===== src/rtl/alu_op_sequencer_pkg.sv =====
// Shared definitions for the ALU operation sequencer: op codes, FSM states
// and op classification helpers.
package alu_op_sequencer_pkg;

  localparam logic [3:0] OP_AND  = 4'b0000;
  localparam logic [3:0] OP_OR   = 4'b0001;
  localparam logic [3:0] OP_ADD  = 4'b0010;
  localparam logic [3:0] OP_SUB  = 4'b0011;
  localparam logic [3:0] OP_SHR  = 4'b0100;
  localparam logic [3:0] OP_SHRA = 4'b0101;
  localparam logic [3:0] OP_SHL  = 4'b0110;
  localparam logic [3:0] OP_ROR  = 4'b0111;
  localparam logic [3:0] OP_MUL  = 4'b1000;
  localparam logic [3:0] OP_DIV  = 4'b1001;
  localparam logic [3:0] OP_NEG  = 4'b1010;
  localparam logic [3:0] OP_NOT  = 4'b1011;

  typedef enum logic [2:0] {
    S_IDLE,
    S_RD_A,
    S_EXEC,
    S_WB,
    S_WB_LO,
    S_WB_HI,
    S_ERR
  } state_t;

  function automatic logic is_muldiv(input logic [3:0] op);
    return (op == OP_MUL) || (op == OP_DIV);
  endfunction

  function automatic logic is_b_only(input logic [3:0] op);
    return (op == OP_NEG) || (op == OP_NOT);
  endfunction

  // Codes 1100-1111 are unassigned.
  function automatic logic is_illegal(input logic [3:0] op);
    return op[3:2] == 2'b11;
  endfunction

endpackage


===== src/rtl/alu_op_sequencer_if.sv =====
// Request handshake from decode plus datapath enables driven by the sequencer.
// The slave modport is the sequencer's view; master is decode/datapath.
interface alu_op_sequencer_if #(
  parameter int REG_IDX_W = 4
);
  logic                 req_valid;
  logic                 req_ready;
  logic [3:0]           req_op;
  logic [REG_IDX_W-1:0] req_ra;
  logic [REG_IDX_W-1:0] req_rb;
  logic [REG_IDX_W-1:0] req_rc;
  logic [3:0]           alu_ctrl;
  logic                 rf_rd_en;
  logic [REG_IDX_W-1:0] rf_rd_sel;
  logic                 rf_wr_en;
  logic [REG_IDX_W-1:0] rf_wr_sel;
  logic                 y_in;
  logic                 z_in;
  logic                 zlo_out;
  logic                 zhi_out;
  logic                 lo_in;
  logic                 hi_in;
  logic                 done;
  logic                 err;

  modport master (
    output req_valid, req_op, req_ra, req_rb, req_rc,
    input  req_ready, alu_ctrl, rf_rd_en, rf_rd_sel, rf_wr_en, rf_wr_sel,
           y_in, z_in, zlo_out, zhi_out, lo_in, hi_in, done, err
  );

  modport slave (
    input  req_valid, req_op, req_ra, req_rb, req_rc,
    output req_ready, alu_ctrl, rf_rd_en, rf_rd_sel, rf_wr_en, rf_wr_sel,
           y_in, z_in, zlo_out, zhi_out, lo_in, hi_in, done, err
  );
endinterface


===== src/rtl/alu_op_sequencer.sv =====
// Multi-cycle sequencer for one register-to-register ALU op on a single-bus
// datapath. Define ALU_SEQ_PERF_EN to add perf_ops/perf_busy counters.
//   state  | meaning
//   IDLE   | ready for a request, latch fields on req_valid
//   RD_A   | operand A (rb) onto bus, load Y
//   EXEC   | operand B (rc) onto bus, ALU applied, Z captured on last cycle
//   WB     | Z low word written to ra, done
//   WB_LO  | Z low word into LO
//   WB_HI  | Z high word into HI, done
//   ERR    | illegal op retired with done + err
module alu_op_sequencer
  import alu_op_sequencer_pkg::*;
#(
  parameter int MD_WAIT_CYCLES = 2,
  parameter int REG_IDX_W      = 4
) (
  input  logic        clk,
  input  logic        clr,
`ifdef ALU_SEQ_PERF_EN
  output logic [31:0] perf_ops,
  output logic [31:0] perf_busy,
`endif
  alu_op_sequencer_if.slave bus
);

  localparam logic [3:0] MD_W = 4'(MD_WAIT_CYCLES);

  state_t               state;
  logic [3:0]           op;
  logic [REG_IDX_W-1:0] ra;
  logic [REG_IDX_W-1:0] rb;
  logic [REG_IDX_W-1:0] rc;
  logic [3:0]           cnt;

  // Outputs are registered with the value belonging to the state being entered,
  // so they behave as Moore outputs of the current state.
  always_ff @(posedge clk or posedge clr) begin
    if (clr) begin
      state         <= S_IDLE;
      op            <= '0;
      ra            <= '0;
      rb            <= '0;
      rc            <= '0;
      cnt           <= '0;
      bus.req_ready <= 1'b1;
      bus.alu_ctrl  <= '0;
      bus.rf_rd_en  <= 1'b0;
      bus.rf_rd_sel <= '0;
      bus.rf_wr_en  <= 1'b0;
      bus.rf_wr_sel <= '0;
      bus.y_in      <= 1'b0;
      bus.z_in      <= 1'b0;
      bus.zlo_out   <= 1'b0;
      bus.zhi_out   <= 1'b0;
      bus.lo_in     <= 1'b0;
      bus.hi_in     <= 1'b0;
      bus.done      <= 1'b0;
      bus.err       <= 1'b0;
    end else begin
      bus.req_ready <= 1'b0;
      bus.alu_ctrl  <= '0;
      bus.rf_rd_en  <= 1'b0;
      bus.rf_rd_sel <= '0;
      bus.rf_wr_en  <= 1'b0;
      bus.rf_wr_sel <= '0;
      bus.y_in      <= 1'b0;
      bus.z_in      <= 1'b0;
      bus.zlo_out   <= 1'b0;
      bus.zhi_out   <= 1'b0;
      bus.lo_in     <= 1'b0;
      bus.hi_in     <= 1'b0;
      bus.done      <= 1'b0;
      bus.err       <= 1'b0;

      case (state)
        S_IDLE: begin
          if (bus.req_valid) begin
            op <= bus.req_op;
            ra <= bus.req_ra;
            rb <= bus.req_rb;
            rc <= bus.req_rc;
            if (is_illegal(bus.req_op)) begin
              state    <= S_ERR;
              bus.done <= 1'b1;
              bus.err  <= 1'b1;
            end else if (is_b_only(bus.req_op)) begin
              state         <= S_EXEC;
              cnt           <= MD_W;
              bus.rf_rd_en  <= 1'b1;
              bus.rf_rd_sel <= bus.req_rc;
              bus.alu_ctrl  <= bus.req_op;
              bus.z_in      <= 1'b1;
            end else begin
              state         <= S_RD_A;
              bus.rf_rd_en  <= 1'b1;
              bus.rf_rd_sel <= bus.req_rb;
              bus.y_in      <= 1'b1;
            end
          end else begin
            bus.req_ready <= 1'b1;
          end
        end

        S_RD_A: begin
          state         <= S_EXEC;
          cnt           <= MD_W;
          bus.rf_rd_en  <= 1'b1;
          bus.rf_rd_sel <= rc;
          bus.alu_ctrl  <= op;
          bus.z_in      <= !is_muldiv(op) || (MD_W == 4'd0);
        end

        S_EXEC: begin
          if (is_muldiv(op) && (cnt != 4'd0)) begin
            // Settle time for the multi-cycle units; Z is captured on the last pass.
            cnt           <= cnt - 4'd1;
            bus.rf_rd_en  <= 1'b1;
            bus.rf_rd_sel <= rc;
            bus.alu_ctrl  <= op;
            bus.z_in      <= (cnt == 4'd1);
          end else if (is_muldiv(op)) begin
            state       <= S_WB_LO;
            bus.zlo_out <= 1'b1;
            bus.lo_in   <= 1'b1;
          end else begin
            state         <= S_WB;
            bus.zlo_out   <= 1'b1;
            bus.rf_wr_en  <= 1'b1;
            bus.rf_wr_sel <= ra;
            bus.done      <= 1'b1;
          end
        end

        S_WB_LO: begin
          state       <= S_WB_HI;
          bus.zhi_out <= 1'b1;
          bus.hi_in   <= 1'b1;
          bus.done    <= 1'b1;
        end

        S_WB, S_WB_HI, S_ERR: begin
          state         <= S_IDLE;
          bus.req_ready <= 1'b1;
        end

        default: begin
          state         <= S_IDLE;
          bus.req_ready <= 1'b1;
        end
      endcase
    end
  end

`ifdef ALU_SEQ_PERF_EN
  always_ff @(posedge clk or posedge clr) begin
    if (clr) begin
      perf_ops  <= '0;
      perf_busy <= '0;
    end else begin
      if (bus.done && !bus.err) perf_ops <= perf_ops + 32'd1;
      if (state != S_IDLE) perf_busy <= perf_busy + 32'd1;
    end
  end
`endif

endmodule

===== src/flat_wrapper.sv =====
// flat-port wrapper written by rule: the top's interface ports become plain ports
module alu_op_sequencer_flat import alu_op_sequencer_pkg::*;
#(
  parameter int MD_WAIT_CYCLES = 2,
  parameter int REG_IDX_W      = 4
)
  (clk, clr, bus_req_valid, bus_req_op, bus_req_ra, bus_req_rb, bus_req_rc, bus_req_ready, bus_alu_ctrl, bus_rf_rd_en, bus_rf_rd_sel, bus_rf_wr_en, bus_rf_wr_sel, bus_y_in, bus_z_in, bus_zlo_out, bus_zhi_out, bus_lo_in, bus_hi_in, bus_done, bus_err);
  alu_op_sequencer_if #(.REG_IDX_W(REG_IDX_W)) bus_i ();
  input  logic clk;
  input  logic clr;
  input wire logic [$bits(bus_i.req_valid)-1:0] bus_req_valid;
  input wire logic [$bits(bus_i.req_op)-1:0] bus_req_op;
  input wire logic [$bits(bus_i.req_ra)-1:0] bus_req_ra;
  input wire logic [$bits(bus_i.req_rb)-1:0] bus_req_rb;
  input wire logic [$bits(bus_i.req_rc)-1:0] bus_req_rc;
  output wire logic [$bits(bus_i.req_ready)-1:0] bus_req_ready;
  output wire logic [$bits(bus_i.alu_ctrl)-1:0] bus_alu_ctrl;
  output wire logic [$bits(bus_i.rf_rd_en)-1:0] bus_rf_rd_en;
  output wire logic [$bits(bus_i.rf_rd_sel)-1:0] bus_rf_rd_sel;
  output wire logic [$bits(bus_i.rf_wr_en)-1:0] bus_rf_wr_en;
  output wire logic [$bits(bus_i.rf_wr_sel)-1:0] bus_rf_wr_sel;
  output wire logic [$bits(bus_i.y_in)-1:0] bus_y_in;
  output wire logic [$bits(bus_i.z_in)-1:0] bus_z_in;
  output wire logic [$bits(bus_i.zlo_out)-1:0] bus_zlo_out;
  output wire logic [$bits(bus_i.zhi_out)-1:0] bus_zhi_out;
  output wire logic [$bits(bus_i.lo_in)-1:0] bus_lo_in;
  output wire logic [$bits(bus_i.hi_in)-1:0] bus_hi_in;
  output wire logic [$bits(bus_i.done)-1:0] bus_done;
  output wire logic [$bits(bus_i.err)-1:0] bus_err;
  assign bus_i.req_valid = bus_req_valid;
  assign bus_i.req_op = bus_req_op;
  assign bus_i.req_ra = bus_req_ra;
  assign bus_i.req_rb = bus_req_rb;
  assign bus_i.req_rc = bus_req_rc;
  assign bus_req_ready = bus_i.req_ready;
  assign bus_alu_ctrl = bus_i.alu_ctrl;
  assign bus_rf_rd_en = bus_i.rf_rd_en;
  assign bus_rf_rd_sel = bus_i.rf_rd_sel;
  assign bus_rf_wr_en = bus_i.rf_wr_en;
  assign bus_rf_wr_sel = bus_i.rf_wr_sel;
  assign bus_y_in = bus_i.y_in;
  assign bus_z_in = bus_i.z_in;
  assign bus_zlo_out = bus_i.zlo_out;
  assign bus_zhi_out = bus_i.zhi_out;
  assign bus_lo_in = bus_i.lo_in;
  assign bus_hi_in = bus_i.hi_in;
  assign bus_done = bus_i.done;
  assign bus_err = bus_i.err;
  alu_op_sequencer #(.MD_WAIT_CYCLES(MD_WAIT_CYCLES), .REG_IDX_W(REG_IDX_W)) u_core (.clk(clk), .clr(clr), .bus(bus_i));
endmodule

===== config.mk =====
export PLATFORM = sky130hd
export DESIGN_NAME = alu_op_sequencer_flat
export DESIGN_NICKNAME = d
export VERILOG_FILES = /design/src/rtl/alu_op_sequencer_pkg.sv /design/src/rtl/alu_op_sequencer_if.sv /design/src/rtl/alu_op_sequencer.sv /design/src/flat_wrapper.sv
export SDC_FILE = /design/constraint.sdc
export NUM_CORES = 1
export LEC_CHECK = 0
export ABC_AREA = 1
export CAP_MARGIN = 20
export CORE_ASPECT_RATIO = 0.6
export CORE_MARGIN = 1.5
export CORE_UTILIZATION = 45
export DETAILED_ROUTE_END_ITERATION = 10
export HOLD_SLACK_MARGIN = 0.03
export PLACE_DENSITY = 0.73
export SLEW_MARGIN = 5
export SYNTH_ARGS = -nofsm -noshare
export SYNTH_HDL_FRONTEND = slang
export SYNTH_SLANG_ARGS = --single-unit
export TNS_END_PERCENT = 10

===== constraint.sdc =====
create_clock -name clk -period 1.5 [get_ports clk]
set_input_delay 0.3 -clock clk [delete_from_list [all_inputs] [get_ports clk]]
set_output_delay 0.3 -clock clk [all_outputs]
set_load 0.005 [all_outputs]

# After elaboration in Yosys (flattened, before gate mapping)
# Cells that the tools add are included.
# W data, S select, Z words.
[totals] regBits=41 latchBits=0 ram_bits=0 mem_bits_ro=0 output_inout_bits=23 elab_cells=96 memories=0
[classes] addsub=1 mul=0 div_mod_pow=0 order_cmp=0 n_eq_ne=14 n_shift=0 mux=52 bitwise_logic=0 reduce_logical=11
[op_table] cell="$mux W4" n=15
[op_table] cell="$pmux W4 S3" n=3
[op_table] cell="$mux W1" n=24
[op_table] cell="$eq A4 B4 Y1 const B" n=4
[op_table] cell="$mux W3" n=4
[op_table] cell="$pmux W3 S4" n=1
[op_table] cell="$pmux W1 S3" n=3
[op_table] cell="$ne A2 B2 Y1 const B" n=3
[op_table] cell="$reduce_and A5 Y1" n=1
[op_table] cell="$eq A4 B1 Y1 const B" n=1
[op_table] cell="$ne A2 B1 Y1 const B" n=2
[op_table] cell="$reduce_and A2 Y1" n=2
[op_table] cell="$reduce_bool A4 Y1" n=1
[op_table] cell="$sub A4 B1 Y4 const B" n=1
[op_table] cell="$eq A3 B1 Y1 const B" n=1
[op_table] cell="$eq A3 B2 Y1 const B" n=1
[op_table] cell="$eq A3 B3 Y1 const B" n=1
[op_table] cell="$logic_not A3 Y1" n=1
[op_table] cell="$reduce_bool A3 Y1" n=1
[op_table] cell="$reduce_or A3 Y1" n=1
[op_table] cell="$eq A2 B2 Y1 const B" n=1
[op_table] cell="$logic_or A1 B1 Y1" n=2
[op_table] cell="$mux W2" n=1
[op_table] cell="$pmux W1 S2" n=1
[op_table] cell="other kinds (2)" n=2

# Longest topological paths before layout
[depth] word_depth=6 depth_mapped=8

# Least setup slack after synthesis
# OpenSTA, ideal clock, no wires.
[synth_timing] kind="register -> register" startpoint="reg u_core.cnt[0]" endpoint="reg u_core.cnt[2]" setup_ns=0.117 t_arrival_ns=1.128 required_ns=1.383 path_slack_ns=0.255 stages_incl_launch_ff=9 n_path_buf=0 synth_period_minus_slack_ns=1.245 path_cell_list="dfrtp_1 inv_1 ha_1 nand2_1 nand2_1 nand2_1 nand2_2 nand2_1 nand2_1"
[synth_via] elab_chain_cells=4 elab_cells_between_ends=7 classes_between="add/sub (1); eq/ne (1); mux (2); reduce/logical (3)"
[synth_lines] element="from (decl)" line_no="alu_op_sequencer.sv:33" source="logic [3:0] cnt;"
[synth_lines] element="from (signal assigned)" line_no="alu_op_sequencer.sv:116" source="cnt <= cnt - 4'd1;"
[synth_lines] element="branches (longest 4 deep; another with $sub A4 B1 Y4)"
# Several ways; the timed one is not identified. The select of a mux whose other input is x is not followed.
# A chain may end at the register's enable or synchronous reset.

# Worst setup path in the final report
[layout_timing] startpoint="reg u_core.bus.rf_wr_sel[2]" endpoint="out bus_rf_wr_sel[2]"
[layout_lines] element="from (decl)" line_no="alu_op_sequencer_if.sv:34" source="output req_ready, alu_ctrl, rf_rd_en, rf_rd_sel, rf_wr_en, rf_wr_sel,"
[layout_lines] element="from (signal assigned)" line_no="alu_op_sequencer.sv:129" source="bus.rf_wr_sel <= ra;"
[layout_lines] element="to (decl)" line_no="flat_wrapper.sv:21" source="output wire logic [$bits(bus_i.rf_wr_sel)-1:0] bus_rf_wr_sel;"
# No word-level cell between the ends.

==> flow_metrics.py <==
metrics = {
    "outcome": {
        "outcome": "complete, no violations",
    },
    "logic_synthesis": {
        "synth_area_um2": 1800,
        "synth_largest_area_cell": "dfrtp_1",
        "ys_types": 23,
        "yosys_warnings": 0,
        "ys_ff_latch": 41,
        "avgSynthCellArea_um2": 8.69,
        "synthTopCellsByArea": "dfrtp_1 (56%), nand2_1 (13%), nor2_1 (5.4%)",
        "syn_inst": 207,
        "synth.top_cell.area_share_pct": 55.7,
        "synthesis.nets": 229,
        "yosysSeqAreaShare_pct": 57.1,
    },
    "grt": {
        "grt_antenna_before_repair": 0,
        "grt_pass1_vias": 1349,
        "grt_pass1_wl_um": 6230,
        "grt_max_degree": 27,
        "grt-ovfl-total": 0,
        "grt_use_total_pct": 18.7,
    },
    "pwr": {
        "peakVddDrop_mv": 0.996,
        "power_leakage_nw": 1.30,
        "finalPower_mw": 4.36,
        "powerDensity_nw_per_um2": 1760,
    },
    "floorplanning": {
        "die_w_um": 84.6,
        "num_io_pins": 42,
        "rows": 17,
        "core_area_um2": 3740,
        "start_util_pct": 48.0,
        "die_area_um2": 4400,
        "die_y_um": 52.0,
    },
    "layout": {
        "final_cell_mix": "nand2_1 (63), dfrtp_1 (40), clkdlybuf4s50_1 (39)",
        "final_common_cell": "nand2_1",
        "drive_gt1_share_pct": 14.6,
        "n_antenna_cell": 0,
        "fin_nets": 288,
        "layout.core_utilization_pct": 65.9,
        "area_growth_pct": 37.3,
    },
    "job": {
        "drv_cap": 0,
    },
    "timing": {
        "report.final.hold_viol_count": 0,
        "fin_crit_sh_pct": 95.3,
        "setup_tns_ns": 0,
        "hold_ws_ns": 0.324,
        "finalSetupViolCount": 0,
        "rsz0062_at_grt": "no",
        "period_minus_slack_ns": 1.43,
        "slew_violations": 0,
        "max_slew_margin_pct": 78.5,
        "fmax_mhz": 700,
        "worst_pin_slew_ns": 0.322,
        "fin_skew_ns": 0.00501,
    },
    "min_path": {
        "hp-class": "input port to asynchronous set/reset pin",
    },
    "critical_path": {
        "critical-path-slowest-cell": "clkdlybuf4s50_1",
        "cp_data_arrival_time_ns": 1.13,
        "worstSetupPathType": "register to output pin",
        "cp_top_family": "buffers and inverters",
        "r2r.worst_path.cells": 7,
        "cp.buffers_inverters": 1,
        "reg2reg_from": "u_core.state[0]$_DFFE_PP0P_",
        "ff2ff_setup_slack_ns": 0.16,
        "r2r_end": "u_core.bus.rf_rd_sel[2]$_DFF_PP0_",
        "cp-start-kind": "register",
        "cpPeakStageDelay_ns": 0.51,
        "path_cells": "clkdlybuf4s50_1",
        "cp_data_required_time_ns": 1.20,
        "critPathCaptureType": "output pin",
        "crit_path_max_fanout": 1,
    },
    "route": {
        "drt_iter0_markers": 82,
        "dr.pass1.iters": 4,
        "drtAntennaViolNets": 0,
        "drt_wl_total_um": 3530,
        "wl_per_cell_um": 11.3,
        "drc": 0,
        "vias": 1460,
        "post_drt_via_cell_ratio": 4.65,
    },
    "clock_network": {
        "clock_sinks": 41,
        "cts_root_buffer": "clkbuf_8",
        "clk_latency_ns": 0.29,
        "tritoncts": "done",
        "clk_pin_slew_worst_paths_ns": 0.07,
        "htree_levels": 2,
        "holdBufCountCts": 0,
        "cts_buffers": 5,
        "post-cts-setup-buffers": 0,
        "clk_path_buf_depth": 2,
    },
    "place": {
        "dp.final_hpwl_um": 2680,
        "portBuffers": 41,
        "gp_congestion": 0.821,
    },
}
==> synthesized netlist by cell type <==
cell,number
nand2_4,1
ha_1,3
nand2_1,64
dfstp_2,1
or2_1,2
xnor2_1,1
inv_2,2
nor2_4,2
o21ai_0,11
nor3_1,2
buf_2,1
o211ai_1,1
o21ai_1,3
buf_4,1
nor2_2,3
nand2_2,4
inv_1,22
buf_6,1
a21oi_1,3
nor2_1,26
dfrtp_1,40
nor2_8,1
nand3_1,12
==> worst max-delay path by stage <==
stage | cells after the start | endpoint | start
floorplan | 1 | u_core.bus.alu_ctrl[0]$_DFF_PP0_ | clr
global placement | 8 | u_core.cnt[3]$_DFFE_PP0P_ | bus_req_op[3]
detailed placement | 8 | u_core.cnt[0]$_DFFE_PP0P_ | bus_req_op[1]
CTS | 1 | bus_rf_wr_sel[0] | u_core.bus.rf_wr_sel[0]$_DFF_PP0_
global route | 7 | u_core.bus.rf_rd_sel[2]$_DFF_PP0_ | u_core.state[0]$_DFFE_PP0P_
finish | 1 | bus_rf_wr_sel[2] | u_core.bus.rf_wr_sel[2]$_DFF_PP0_
==> report_power, final <==
group	leakage [nW]	total, mW	internal (mW)	switching [mW]
sequential	0.532	1.73	1.52	0.203
clock	0.0542	0.780	0.416	0.364
combinational	0.714	1.85	0.859	0.989
==> final cells by class <==
class / count / area (um2)
inverters: 24 / 90.1
flip-flops and latches: 41 / 1030
repair buffers: 55 / 529
multi-input cells: 139 / 662
clock inverters: 1 / 5.00
clock buffers: 7 / 96.3
well taps: 47 / 58.8
fillers: 304 / 1270
==> stage by stage <==
step	worst slack [ns]	area (um2)	cells
5_1_grt	0.0117	2470	314
3_5_place_dp	-0.195	2360	306
2_1_floorplan	0.255	1800	207
3_3_place_gp	-0.161	2360	306
4_1_cts	0.0180	2460	314
6_report	0.0708	2470	314
==> registers in the layout, indices dropped and copies added, names as in the netlist, 3 cells and up <==
name                  cells
u_core.rc                 4
u_core.bus.rf_rd_sel      4
u_core.bus.alu_ctrl       4
u_core.ra                 4
u_core.state              3
u_core.cnt                4
u_core.bus.rf_wr_sel      4
u_core.op                 4
==> timing repair <==
| item | in CTS | in global routing |
|---|---|---|
| pin swaps | 0 | 0 |
| setup endpoints to repair | 1 | 6 |
| resized for setup | 1 | 4 |
==> layer usage <==
metal / share of wire, % / up-vias / routed length (um) / GRT usage, %
met5: 0 / - / 0 / 0
met4: 1.2 / 0 / 44 / 5.65
met3: 6.4 / 5 / 227 / 5.24
met2: 42 / 51 / 1470 / 26.6
met1: 51 / 657 / 1790 / 27.9
li1: - / 747 / - / -
==> cells by family after synthesis <==
group	Yosys count	synth area share [%]
buf+inv	27	6.33
compound gates	18	5.15
flops	41	57.1
xor+xnor	1	0.487
fa+ha+maj	3	2.09
simple gates	117	28.8
Power figures use the tool's default switching activity.
